<file path="src/rtl/intr_ctrl_pkg.sv">
// Shared definitions for the interrupt controller: register offsets, FSM states
// and the APB address decode helper.
package intr_ctrl_pkg;

    localparam logic [4:0] OFF_IPR = 5'h00;
    localparam logic [4:0] OFF_IER = 5'h04;
    localparam logic [4:0] OFF_ITR = 5'h08;
    localparam logic [4:0] OFF_ICR = 5'h0C;
    localparam logic [4:0] OFF_IVR = 5'h10;
    localparam logic [4:0] OFF_EOI = 5'h14;

    localparam int IVR_VALID_BIT = 7;

    typedef enum logic [1:0] {
        IDLE    = 2'd0,
        REQ     = 2'd1,
        SERVICE = 2'd2
    } state_t;

    // Flags unmapped offsets and writes to the read-only registers.
    function automatic logic addr_err(input logic [4:0] off, input logic wr);
        logic err;
        case (off)
            OFF_IPR, OFF_IVR:          err = wr;
            OFF_IER, OFF_ITR,
            OFF_ICR, OFF_EOI:          err = 1'b0;
            default:                   err = 1'b1;
        endcase
        return err;
    endfunction

endpackage

</file>
<file path="src/rtl/intr_prio_enc.sv">
// Fixed-priority encoder: reports the lowest-index asserted request.
module intr_prio_enc #(
    parameter int NUM_SRC = 8,
    parameter int ID_W    = $clog2(NUM_SRC)
) (
    input  logic [NUM_SRC-1:0] req,
    output logic [ID_W-1:0]    id,
    output logic               valid
);

    // Scan from the top so the lowest asserted index is the last one kept.
    always_comb begin
        id    = '0;
        valid = 1'b0;
        for (int i = NUM_SRC - 1; i >= 0; i--) begin
            id    = req[i] ? ID_W'(i) : id;
            valid = valid | req[i];
        end
    end

endmodule

</file>
<file path="src/rtl/intr_ctrl.sv">
// APB-programmable interrupt controller with edge/level sources, fixed
// priority and a request/acknowledge/end-of-interrupt handshake.
module intr_ctrl
    import intr_ctrl_pkg::*;
#(
    parameter int NUM_SRC = 8,
    parameter int ID_W    = $clog2(NUM_SRC)
) (
    input  logic               pclk,
    input  logic               preset_n,
    input  logic               psel,
    input  logic               penable,
    input  logic               pwrite,
    input  logic [31:0]        paddr,
    input  logic [31:0]        pwdata,
    output logic [31:0]        prdata,
    output logic               pready,
    output logic               pslverr,
    input  logic [NUM_SRC-1:0] irq_src_i,
    input  logic               irq_ack_i,
    output logic               irq_o,
    output logic [ID_W-1:0]    irq_id_o
);

    logic [NUM_SRC-1:0] ier_r, itr_r, epend_r, src_r;
    logic [NUM_SRC-1:0] ipr_s, rise_s, clr_s, ack_mask_s, epend_nxt_s, wdata_s;
    logic [4:0]         off_s;
    logic               err_s, wr_s, icr_wr_s, eoi_wr_s, ack_s;
    logic [ID_W-1:0]    cand_id_s, id_nxt_s;
    logic               cand_valid_s, irq_nxt_s;
    logic [31:0]        rd_s;
    state_t             state_r, state_s;
    logic               unused_s;

    assign pready   = 1'b1;
    assign off_s    = paddr[4:0];
    assign wdata_s  = pwdata[NUM_SRC-1:0];
    assign unused_s = ^{paddr[31:5], pwdata[31:NUM_SRC]};

    assign err_s    = addr_err(off_s, pwrite);
    assign wr_s     = psel & penable & pwrite & ~err_s;
    assign icr_wr_s = wr_s & (off_s == OFF_ICR);
    assign eoi_wr_s = wr_s & (off_s == OFF_EOI);
    assign ack_s    = irq_ack_i & (state_r == REQ);

    // Level sources mirror the registered input; edge sources use the latch.
    assign ipr_s       = (epend_r & itr_r) | (src_r & ~itr_r);
    assign rise_s      = irq_src_i & ~src_r;
    assign ack_mask_s  = {{(NUM_SRC-1){1'b0}}, 1'b1} << irq_id_o;
    assign clr_s       = (icr_wr_s ? wdata_s : '0) | (ack_s ? ack_mask_s : '0);
    assign epend_nxt_s = ((epend_r & ~clr_s) | rise_s) & itr_r;

    intr_prio_enc #(
        .NUM_SRC (NUM_SRC),
        .ID_W    (ID_W)
    ) u_prio_enc (
        .req   (ipr_s & ier_r),
        .id    (cand_id_s),
        .valid (cand_valid_s)
    );

    // Source history, edge-pending latch and configuration registers.
    always_ff @(posedge pclk) begin
        if (!preset_n) begin
            src_r   <= '0;
            epend_r <= '0;
            ier_r   <= '0;
            itr_r   <= '0;
        end else begin
            src_r   <= irq_src_i;
            epend_r <= epend_nxt_s;
            if (wr_s && (off_s == OFF_IER)) begin
                ier_r <= wdata_s;
            end
            if (wr_s && (off_s == OFF_ITR)) begin
                itr_r <= wdata_s;
            end
        end
    end

    // Request/service handshake next-state and output decode.
    always_comb begin
        state_s   = state_r;
        irq_nxt_s = 1'b0;
        id_nxt_s  = irq_id_o;
        case (state_r)
            IDLE: begin
                if (cand_valid_s) begin
                    state_s   = REQ;
                    irq_nxt_s = 1'b1;
                    id_nxt_s  = cand_id_s;
                end else begin
                    state_s   = IDLE;
                end
            end
            REQ: begin
                if (ack_s) begin
                    state_s   = SERVICE;
                end else if (cand_valid_s) begin
                    irq_nxt_s = 1'b1;
                    id_nxt_s  = cand_id_s;
                end else begin
                    state_s   = IDLE;
                end
            end
            SERVICE: begin
                if (eoi_wr_s) begin
                    state_s = IDLE;
                end else begin
                    state_s = SERVICE;
                end
            end
            default: begin
                state_s = IDLE;
            end
        endcase
    end

    // FSM state and registered interrupt outputs.
    always_ff @(posedge pclk) begin
        if (!preset_n) begin
            state_r  <= IDLE;
            irq_o    <= 1'b0;
            irq_id_o <= '0;
        end else begin
            state_r  <= state_s;
            irq_o    <= irq_nxt_s;
            irq_id_o <= id_nxt_s;
        end
    end

    // Read data mux; write-only registers and unmapped offsets return 0.
    always_comb begin
        rd_s = 32'h0000_0000;
        case (off_s)
            OFF_IPR: rd_s = 32'(ipr_s);
            OFF_IER: rd_s = 32'(ier_r);
            OFF_ITR: rd_s = 32'(itr_r);
            OFF_IVR: begin
                if (state_r != IDLE) begin
                    rd_s = 32'(irq_id_o) | (32'h0000_0001 << IVR_VALID_BIT);
                end else begin
                    rd_s = 32'h0000_0000;
                end
            end
            default: rd_s = 32'h0000_0000;
        endcase
    end

    // Response is captured in SETUP so it is stable throughout ACCESS.
    always_ff @(posedge pclk) begin
        if (!preset_n) begin
            prdata  <= 32'h0000_0000;
            pslverr <= 1'b0;
        end else if (psel && !penable) begin
            prdata  <= pwrite ? 32'h0000_0000 : rd_s;
            pslverr <= err_s;
        end else if (psel && penable) begin
            prdata  <= prdata;
            pslverr <= pslverr;
        end else begin
            prdata  <= 32'h0000_0000;
            pslverr <= 1'b0;
        end
    end

endmodule

</file>
<file path="config.mk">
export PLATFORM = sky130hd
export DESIGN_NAME = intr_ctrl
export DESIGN_NICKNAME = d
export VERILOG_FILES = /design/src/rtl/intr_ctrl_pkg.sv /design/src/rtl/intr_prio_enc.sv /design/src/rtl/intr_ctrl.sv
export SDC_FILE = /design/constraint.sdc
export NUM_CORES = 1
export LEC_CHECK = 0
export ABC_AREA = 1
export CAP_MARGIN = 20
export CORE_MARGIN = 3
export CORE_UTILIZATION = 41
export DETAILED_ROUTE_END_ITERATION = 8
export HOLD_SLACK_MARGIN = 0.08
export PLACE_DENSITY = 0.8
export SETUP_SLACK_MARGIN = 0.2
export SKIP_CTS_REPAIR_TIMING = 1
export SLEW_MARGIN = 40
export SYNTH_ARGS = -nofsm -noshare
export SYNTH_HDL_FRONTEND = slang
export SYNTH_SLANG_ARGS = --single-unit
</file>
<file path="constraint.sdc">
create_clock -name pclk -period 1.7 [get_ports pclk]
set_input_delay 0.255 -clock pclk [delete_from_list [all_inputs] [get_ports pclk]]
set_output_delay 0.255 -clock pclk [all_outputs]
set_load 0.01 [all_outputs]
</file>
==> run_results.csv, run 1 <==
group,metric,value,unit
floorplanning,initial_utilization,43.76,%
critical_path,crit_required,1.44,ns
synthesis,synth-edff-count,0,
critical_path,slowest_stage,"clkdlybuf4s50_1",
drt,vias_per_cell,4.744,
placement,gp_congestion,0.9191,
synthesis,ys.flop_type,"dfxtp_1",
placement,place_area,3068,sq um
synthesis,synth_top_area_share,37.88,%
sta,hold_viol,0,
drt,drc,0,
outcome,status,"complete, no violations",
critical_path,worst_path_dominant_cell_family,"buffers and inverters",
synthesis,yosysMostFrequentCell,"nand2_1",
cells_and_area,diodes,0,
hold_path,min_path_type,"input port to register",
cells_and_area,fillers,526,
clock_network,cts_tree,"built",
synthesis,netlist_top_cells_count,"nand2_1 (108), dfxtp_1 (47), inv_1 (42)",
synthesis,ys_ff_latch,47,
sta,finalSetupTns,0,ns
drt,vias,2334,
pwr,leakage,1.485,nW
critical_path,r2r_start,"itr_r[0]$_SDFFE_PN0P_",
floorplanning,dieArea,7027,sq um
pwr,ir_drop,371.1,uV
global_routing,antenna_found_initial,0,
cells_and_area,fin_cells,492,
global_routing,grt_max_degree,18,
floorplanning,row_count,27,
drt,drt-wirelength-per-cell,11.65,um
cells_and_area,drive_above_1_share,16.19,%
critical_path,timing.critical_path.buf_inv,1,
clock_network,cts-root-buf,"clkbuf_8",
critical_path,path_cells,"clkdlybuf4s50_1",
flow_run,cap_violations,0,
critical_path,timing.rr.end,"irq_id_o[0]$_SDFFE_PN0P_",
critical_path,crit_type,"register to output pin",
drt,ant_nets,0,
synthesis,syn_area,2484,sq um
clock_network,cts_sinks,47,
sta,period_needed,1.453,ns
clock_network,cts_buffers,5,
clock_network,clk_latency,0.31,ns
global_routing,grt.overflow.total,0,
synthesis,async_reset_ff_share,0,%
sta,rsz0062_at_grt,"no",
critical_path,arrival,1.20,ns
critical_path,critPathMaxStageDelay,0.54,ns
sta,setup_viol,0,
synthesis,synthCells,353,
hold_path,hold_end,"pslverr$_SDFFE_PN0P_",
hold_path,hold_start,"paddr[2]",
sta,finalMaxSlewViolations,0,
clock_network,cts_buffer_depth,2,
synthesis,ys_types,30,
critical_path,cp_max_fo,2,
critical_path,timing.reg2reg.setup_slack,0.35,ns
clock_network,htreeDepth,2,
cells_and_area,nNetsFinal,497,
critical_path,reg2reg_depth,9,
floorplanning,die_w,83.83,um
global_routing,grt_usage,16.11,%
floorplanning,io_pins,116,
critical_path,cp-end-kind,"output pin",
placement,dp_hpwl,4.409,mm
sta,finalCritPeriodShare,85.48,%
synthesis,syn_area_per_cell,7.036,sq um
synthesis,synth_warnings,0,
critical_path,critPathLaunchType,"register",
placement,portBuffers,39,
cells_and_area,syn_to_final_growth,30.98,%
cells_and_area,design_area,3253,sq um
synthesis,synth.yosys.seq_area_share,37.88,%
critical_path,crit_cells,1,
synthesis,synthTopCellsByArea,"dfxtp_1 (38%), nand2_1 (16%), buf_4 (7.6%)",
drt,finalWirelength,5.730,mm
drt,firstDrtPassIters,5,
floorplanning,core_area,5675,sq um
floorplanning,die_h,83.83,um
synthesis,synth_largest_area_cell,"dfxtp_1",
clock_network,clkTransAtPathRegs,0.09,ns
drt,drt-initial-drc-count,116,
pwr,power_density,633.8,nW/um^2
global_routing,grt_pass1_wl,9.232,mm
sta,skew,0.01129,ns
global_routing,grt_pass1_vias,2117,
placement,dp_cells,481,
sta,fmax,688.2,MHz
hold_path,whs_path_depth,6,
==> state kept, by name, summed over array words and instances (netlist names) <==
| register | flops |
|---|---|
| state_r | 2 |
| ier_r | 8 |
| src_r | 8 |
| pslverr | 1 |
| prdata | 8 |
| irq_o | 1 |
| epend_r | 8 |
| irq_id_o | 3 |
| itr_r | 8 |
==> placed cells by master (no fill, tap or decap), drive strengths merged, types with 4 or more instances in the layout <==
master         netlist  layout
a21oi               36      36
buf                 27      27
clkbuf               4       6
clkdlybuf4s50        0      32
conb                 2      25
dfxtp               47      47
dlymetal6s2s         0       7
inv                 43      42
nand2              110     110
nand3               17      17
nand4               10      10
nor2                19      20
nor3                 4       4
o21ai               25      25
==> power breakdown <==
part           switching, mW  total, mW  internal, mW
combinational          0.123      0.224         0.102
sequential           0.00340       1.11          1.11
clock                  0.390      0.722         0.332
total                  0.516       2.06          1.55
==> cell families after synthesis <==
| group | after synthesis | share of synthesized area [%] |
|---|---|---|
| AO/OA/AOI/OAI | 68 | 15.72 |
| buffers and inverters | 76 | 16.27 |
| flip-flops | 47 | 37.88 |
| other | 2 | 0.3024 |
| AND/OR/NAND/NOR | 160 | 29.82 |
==> metal layers <==
layer | up-vias | wire length (um) | GRT usage (%)
met5 | - | 0 | 0
met4 | 0 | 73 | 5.263
met3 | 8 | 445 | 4.344
met2 | 79 | 2674 | 26.83
met1 | 1036 | 2537 | 20.11
li1 | 1211 | - | -
==> per-stage QoR <==
stage	utilization, %	worst slack [ns]	hold slack (ns)	total power, mW
final	57.32	0.2469	0.4602	2.062
after global routing	57.32	0.1928	0.4795	2.140
after CTS	55.80	0.1240	0.4680	2.083
after detailed placement	54.06	-0.1911	0.4543	1.361
after global placement	54.06	-0.1741	0.4499	1.357
after floorplan	-	0.3499	0.3485	1.282
==> cell type report <==
cell class                      count  area, sq um  area share [%]
Multi-Input combinational cell    254         1265           38.88
Sequential cell                    47        947.2           29.12
Timing Repair Buffer               66        676.9           20.81
Inverter                           45        175.2           5.385
Tap cell                           72        90.09           2.769
Clock buffer                        6        82.58           2.538
Clock inverter                      2        16.27          0.5000
==> how the worst max path moves through the flow <==
stage | end | startpoint
after floorplan | ier_r[3]$_SDFFE_PN0P_ | paddr[1]
after global placement | ier_r[4]$_SDFFE_PN0P_ | paddr[1]
after detailed placement | prdata[0]$_SDFFE_PN0P_ | paddr[1]
after CTS | prdata[0]$_SDFFE_PN0P_ | paddr[1]
after global routing | ier_r[4]$_SDFFE_PN0P_ | paddr[0]
final | irq_id_o[1] | irq_id_o[1]$_SDFFE_PN0P_
(Power assumes the default switching activity.)
==> run 2, diff against run 1 <==
--- a/config.mk
+++ b/config.mk
@@ -8,13 +8,14 @@
 export ABC_AREA = 1
 export CAP_MARGIN = 20
 export CORE_MARGIN = 3
-export CORE_UTILIZATION = 41
+export CORE_UTILIZATION = 43
 export DETAILED_ROUTE_END_ITERATION = 8
 export HOLD_SLACK_MARGIN = 0.08
-export PLACE_DENSITY = 0.8
+export PLACE_DENSITY = 0.81
 export SETUP_SLACK_MARGIN = 0.2
 export SKIP_CTS_REPAIR_TIMING = 1
 export SLEW_MARGIN = 40
 export SYNTH_ARGS = -nofsm -noshare
 export SYNTH_HDL_FRONTEND = slang
+export SYNTH_HIERARCHICAL = 1
 export SYNTH_SLANG_ARGS = --single-unit
==> run 2 against run 1 <==
  * Design area grew 5.9%
  * Synthesized cell count is 14% higher
  * Critical path type is now register to register
  * Largest cell class unchanged
  * Count of clock-buffer cells in the layout unchanged
  * Flip-flop and latch count unchanged
  * Final cell count grew 11%
  * Global-route usage is 3.3 points higher
  * Wire length up 27%
  * Total power rose by 0.68%
  * Highest routed layer unchanged
  * Die area increased by 2.5%
  * Register-to-register slack worse by 0.24 ns
  * Sequential share of layout area fell by 1.5 points
==> run_results.csv, run 2 <==
group,metric,value,unit
synthesis,synthCells,402,
drt,drt-wirelength-per-cell,13.33,um
cells_and_area,syn_to_final_growth,28.70,%
hold_path,min_path_type,"register to register",
critical_path,cp_max_fo,7,
floorplanning,io_pins,116,
placement,dp_hpwl,5.319,mm
critical_path,crit_top_cell,"nand2_2",
pwr,power_density,602.6,nW/um^2
sta,hold_viol,0,
floorplanning,row_count,28,
synthesis,synth_largest_area_cell,"dfxtp_1",
synthesis,syn_area_per_cell,6.658,sq um
sta,rsz0062_at_grt,"yes",
critical_path,crit_type,"register to register",
synthesis,ys_ff_latch,47,
synthesis,synthTopCellsByArea,"dfxtp_1 (35%), nand2_1 (12%), nor2_1 (8.4%)",
critical_path,crit_required,1.88,ns
global_routing,grt_usage,19.37,%
outcome,status,"complete, no violations",
drt,ant_nets,0,
critical_path,cp-end-kind,"register",
drt,drc,0,
floorplanning,initial_utilization,44.67,%
global_routing,antenna_found_initial,0,
sta,layout_setup_ws,0.1094,ns
global_routing,grt_pass1_wl,11.20,mm
pwr,finalPower,2.076,mW
floorplanning,core_area,5991,sq um
placement,portBuffers,39,
critical_path,critPathLaunchType,"register",
critical_path,slowest_stage,"dfxtp_2",
cells_and_area,nNetsFinal,547,
sta,setup_viol,0,
sta,period_needed,1.591,ns
clock_network,cts_buffers,5,
clock_network,cts_tree,"built",
clock_network,clkTransAtPathRegs,0.09,ns
floorplanning,die_w,84.89,um
synthesis,synth_top_area_share,35.16,%
sta,finalMaxSlewViolations,0,
flow_run,cap_violations,0,
drt,vias_per_cell,5.013,
clock_network,clk_latency,0.30,ns
cells_and_area,mostFrequentLayoutCells,"nand2_1 (82), nor2_1 (55), inv_1 (47)",
drt,drt-initial-drc-count,319,
pwr,leakage,1.531,nW
cells_and_area,layout_commonest_cell,"nand2_1",
global_routing,grt_max_degree,23,
sta,finalCritPeriodShare,93.56,%
synthesis,synth-edff-count,0,
drt,vias,2727,
critical_path,worst_path_dominant_cell_family,"simple AND/OR/NAND/NOR gates",
cells_and_area,drive_above_1_share,16.84,%
critical_path,timing.critical_path.buf_inv,1,
critical_path,critPathMaxStageDelay,0.35,ns
clock_network,cts-root-buf,"clkbuf_8",
clock_network,cts_buffer_depth,2,
drt,firstDrtPassIters,5,
cells_and_area,fillers,559,
drt,finalWirelength,7.250,mm
floorplanning,die_h,84.89,um
synthesis,async_reset_ff_share,0,%
sta,fmax,628.7,MHz
synthesis,synth.yosys.seq_area_share,35.16,%
synthesis,syn_area,2676,sq um
global_routing,grt_pass1_vias,2396,
critical_path,arrival,1.77,ns
synthesis,ys_types,30,
placement,post-place-ws,-0.1536,ns
synthesis,ys.flop_type,"dfxtp_1",
synthesis,netlist_top_cells_count,"nand2_1 (84), nor2_1 (60), dfxtp_1 (47), inv_1 (47), o21ai_0 (28)",
cells_and_area,fin_cells,544,
placement,dp_cells,534,
clock_network,htreeDepth,2,
cells_and_area,diodes,0,
synthesis,synth_warnings,6,
floorplanning,dieArea,7206,sq um
synthesis,yosysMostFrequentCell,"nand2_1",
pwr,ir_drop,453.1,uV
placement,gp_congestion,0.9567,
sta,skew,0.005266,ns
global_routing,grt.overflow.total,0,
clock_network,cts_sinks,47,
critical_path,path_cells,"nand2_2 -> o21ai_2 -> and2_4 -> or2_4 -> nor3_4 -> nand2_2 -> nand3_4 -> buf_6 -> nor2_2",
[run 2: routing by layer]
layer | global-route usage (%) | routed length (um) | part of all wire, % | vias up
met1 | 26.58 | 3118 | 43 | 1219
li1 | - | - | - | 1369
met3 | 3.883 | 625 | 8.6 | 11
met4 | 5.899 | 86 | 1.2 | 0
met2 | 30.82 | 3420 | 47 | 128
met5 | 0 | 0 | 0 | -
[run 2: worst paths after layout]
kind / to / slack [ns] / depth (start not counted) / start
setup / recovery: state_r[0]$_SDFFE_PN0N_ / 0.11 / 9 / itr_r[6]$_SDFFE_PN0P_
hold reg to reg: prdata[5]$_SDFFE_PN0P_ / 0.47 / 2 / prdata[5]$_SDFFE_PN0P_
setup reg to reg: state_r[0]$_SDFFE_PN0N_ / 0.11 / 9 / itr_r[6]$_SDFFE_PN0P_
hold / removal: prdata[5]$_SDFFE_PN0P_ / 0.47 / 2 / prdata[5]$_SDFFE_PN0P_
[run 2: kinds of logic (layout without fill, tap and decap cells)]
group | after synthesis | count (layout) | synth area share [%]
simple gates | 207 | 207 | 35.90
buf+inv | 86 | 130 | 16.46
compound gates | 60 | 60 | 12.20
other cells | 2 | 25 | 0.2806
flops | 47 | 47 | 35.16
[run 2: worst register-to-register path: stages, from the launching register on]
cell and delay (ns):
dfxtp_2 0.35, nand2_2 0.06, o21ai_2 0.06, and2_4 0.16, or2_4 0.26, nor3_4 0.22, nand2_2 0.10, nand3_4 0.12
buf_6 0.13, nor2_2 0.03
[run 2: per-stage QoR]
stage | util [%] | hold WS (ns) | TNS, ns | cell area [sq um]
final | 57.50 | 0.4659 | 0 | 3445
after detailed placement | 53.95 | 0.4575 | -3.224 | 3232
after global placement | 53.95 | 0.4529 | -1.965 | 3232
after floorplan | - | 0.3485 | 0 | 2763
after CTS | 55.41 | 0.4705 | -0.2530 | 3319
after global routing | 57.50 | 0.4965 | 0 | 3445
[run 2: layout make-up]
| cell class | instances | area, sq um | area share [%] |
|---|---|---|---|
| Multi-Input combinational cell | 292 | 1453 | 42.17 |
| Sequential cell | 47 | 950.9 | 27.61 |
| Timing Repair Buffer | 71 | 664.4 | 19.29 |
| Inverter | 52 | 195.2 | 5.667 |
| Tap cell | 75 | 93.84 | 2.724 |
| Clock buffer | 6 | 82.58 | 2.397 |
| Clock inverter | 1 | 5.005 | 0.1453 |
[run 2: where the power goes]
part / switching (mW) / internal (mW)
logic: 0.152 / 0.111
registers: 0.00474 / 1.11
clock network: 0.378 / 0.320
==> run 3, diff against run 2 <==
==> constraint.sdc (replaced) <==
create_clock -name pclk -period 1.5 [get_ports pclk]
set_input_delay 0.225 -clock pclk [delete_from_list [all_inputs] [get_ports pclk]]
set_output_delay 0.225 -clock pclk [all_outputs]
set_load 0.01 [all_outputs]
==> run 3 against run 2 <==
  * The flow now finishes with violations (setup timing)
  * Wire length increased by 3.0%
  * Sequential share of layout area down 0.90 points
  * Die area unchanged
  * Design area increased by 3.6%
  * Sequential power rose by 14%
  * Hold slack worse by 0.083 ns
  * Global-route usage grew 0.44 points
  * Via count grew 2.8%
  * Flip-flop and latch count unchanged
  * Combinational power increased by 22%
  * Largest power group unchanged
  * Critical path type unchanged
==> run_results.csv, run 3 (synthesized netlist as in run 2, its figures left out) <==
group,metric,value,unit
global_routing,antenna_found_initial,0,
critical_path,critPathMaxStageDelay,0.37,ns
drt,drc,0,
drt,vias,2804,
placement,gp_congestion,0.9690,
sta,layout_setup_ws,-0.05571,ns
global_routing,grt_pass1_vias,2602,
flow_run,cap_violations,0,
sta,fmax,642.8,MHz
cells_and_area,final_util,59.59,%
drt,vias_per_cell,5.089,
critical_path,worst_path_dominant_cell_family,"simple AND/OR/NAND/NOR gates",
clock_network,clk_latency,0.30,ns
critical_path,reg2reg_depth,9,
cells_and_area,layout_commonest_cell,"nand2_1",
hold_path,hold_start,"psel",
floorplanning,die_h,84.89,um
placement,place_area,3279,sq um
global_routing,grt.overflow.total,0,
pwr,finalPower,2.410,mW
placement,post-place-ws,-0.3201,ns
cells_and_area,fillers,540,
hold_path,whs_path_depth,4,
cells_and_area,drive_above_1_share,17.86,%
sta,hold_viol,0,
critical_path,timing.rr.end,"irq_id_o[2]$_SDFFE_PN0P_",
drt,drt-wirelength-per-cell,13.56,um
drt,drt-initial-drc-count,229,
drt,firstDrtPassIters,7,
cells_and_area,multiInputGateArea,1486,sq um
global_routing,grt_max_degree,25,
sta,finalCritPeriodShare,103.7,%
cells_and_area,design_area,3570,sq um
drt,finalWirelength,7.471,mm
outcome,status,"finished with violations",
cells_and_area,mostFrequentLayoutCells,"nand2_1 (81), nor2_1 (59), inv_1 (46)",
clock_network,cts_sinks,47,
floorplanning,dieArea,7206,sq um
clock_network,clkTransAtPathRegs,0.09,ns
hold_path,hold_end,"pslverr$_SDFFE_PN0P_",
critical_path,timing.critical_path.buf_inv,0,
critical_path,cp_max_fo,8,
critical_path,slowest_stage,"dfxtp_4",
clock_network,cts_buffers,5,
floorplanning,io_pins,116,
floorplanning,initial_utilization,44.67,%
critical_path,arrival,1.79,ns
critical_path,timing.reg2reg.setup_slack,-0.06,ns
critical_path,r2r_start,"itr_r[6]$_SDFFE_PN0P_",
sta,skew,0.007686,ns
hold_path,min_path_type,"input port to register",
critical_path,crit_type,"register to register",
clock_network,cts-root-buf,"clkbuf_8",
floorplanning,core_area,5991,sq um
cells_and_area,nNetsFinal,553,
pwr,leakage,1.746,nW
global_routing,grt_pass1_wl,11.67,mm
placement,dp_hpwl,5.313,mm
sta,finalSetupTns,-0.1319,ns
critical_path,path_cells,"nand2_2 -> o21ai_2 -> and2_4 -> or2_4 -> nor3_4 -> nand2_2 -> nand3_4 -> o21ai_2 -> a21oi_1",
placement,portBuffers,39,
sta,setup_viol,5,
critical_path,cp-end-kind,"register",
drt,ant_nets,0,
pwr,power_density,675.2,nW/um^2
critical_path,crit_required,1.73,ns
floorplanning,row_count,28,
placement,dp_cells,536,
sta,rsz0062_at_grt,"yes",
outcome,violations,"setup timing",
sta,period_needed,1.556,ns
sta,finalMaxSlewViolations,0,
critical_path,crit_cells,9,
cells_and_area,regArea,953.4,sq um
clock_network,htreeDepth,2,
floorplanning,die_w,84.89,um
clock_network,cts_buffer_depth,2,
cells_and_area,diodes,0,
critical_path,critPathLaunchType,"register",
sta,hold_ws,0.3832,ns
pwr,ir_drop,364.4,uV
clock_network,cts_tree,"built",
cells_and_area,syn_to_final_growth,33.38,%
global_routing,grt_usage,19.81,%
cells_and_area,fin_cells,551,
## run 3: per-layer routing
layer	vias to the layer above	part of all wire, %	GRT usage, %
li1	1390	-	-
met1	1278	42	24.76
met2	116	48	33.95
met3	20	7.7	3.786
met4	0	2.4	7.194
met5	-	0	0
## run 3: worst max path at each step
stage / from / endpoint / slack, ns
global placement: paddr[1] / prdata[2]$_SDFFE_PN0P_ / -0.27
finish: itr_r[6]$_SDFFE_PN0P_ / irq_id_o[2]$_SDFFE_PN0P_ / -0.06
floorplan: itr_r[6]$_SDFFE_PN0P_ / irq_id_o[0]$_SDFFE_PN0P_ / 0.16
CTS: itr_r[3]$_SDFFE_PN0P_ / irq_id_o[2]$_SDFFE_PN0P_ / -0.14
detailed placement: paddr[1] / prdata[7]$_SDFFE_PN0P_ / -0.32
global route: itr_r[6]$_SDFFE_PN0P_ / irq_id_o[2]$_SDFFE_PN0P_ / -0.13
## run 3: layout make-up
cell class / instances / area share [%]
Clock buffer: 7 / 2.419
Timing Repair Buffer: 75 / 20.89
Sequential cell: 47 / 26.71
Tap cell: 75 / 2.629
Clock inverter: 1 / 0.2454
Multi-Input combinational cell: 294 / 41.64
Inverter: 52 / 5.468
## run 3: where the power goes
part           switching [mW]  internal [mW]  total (mW)
sequential            0.00573           1.26        1.26
clock                   0.450          0.379       0.829
combinational           0.184          0.135       0.320
total                   0.640           1.77        2.41
## run 3: worst reg2reg max path: stages, from the launching register on
cell and delay (ns):
dfxtp_4 0.37, nand2_2 0.06, o21ai_2 0.06, and2_4 0.16
or2_4 0.26, nor3_4 0.18, nand2_2 0.09, nand3_4 0.11
o21ai_2 0.07, a21oi_1 0.14
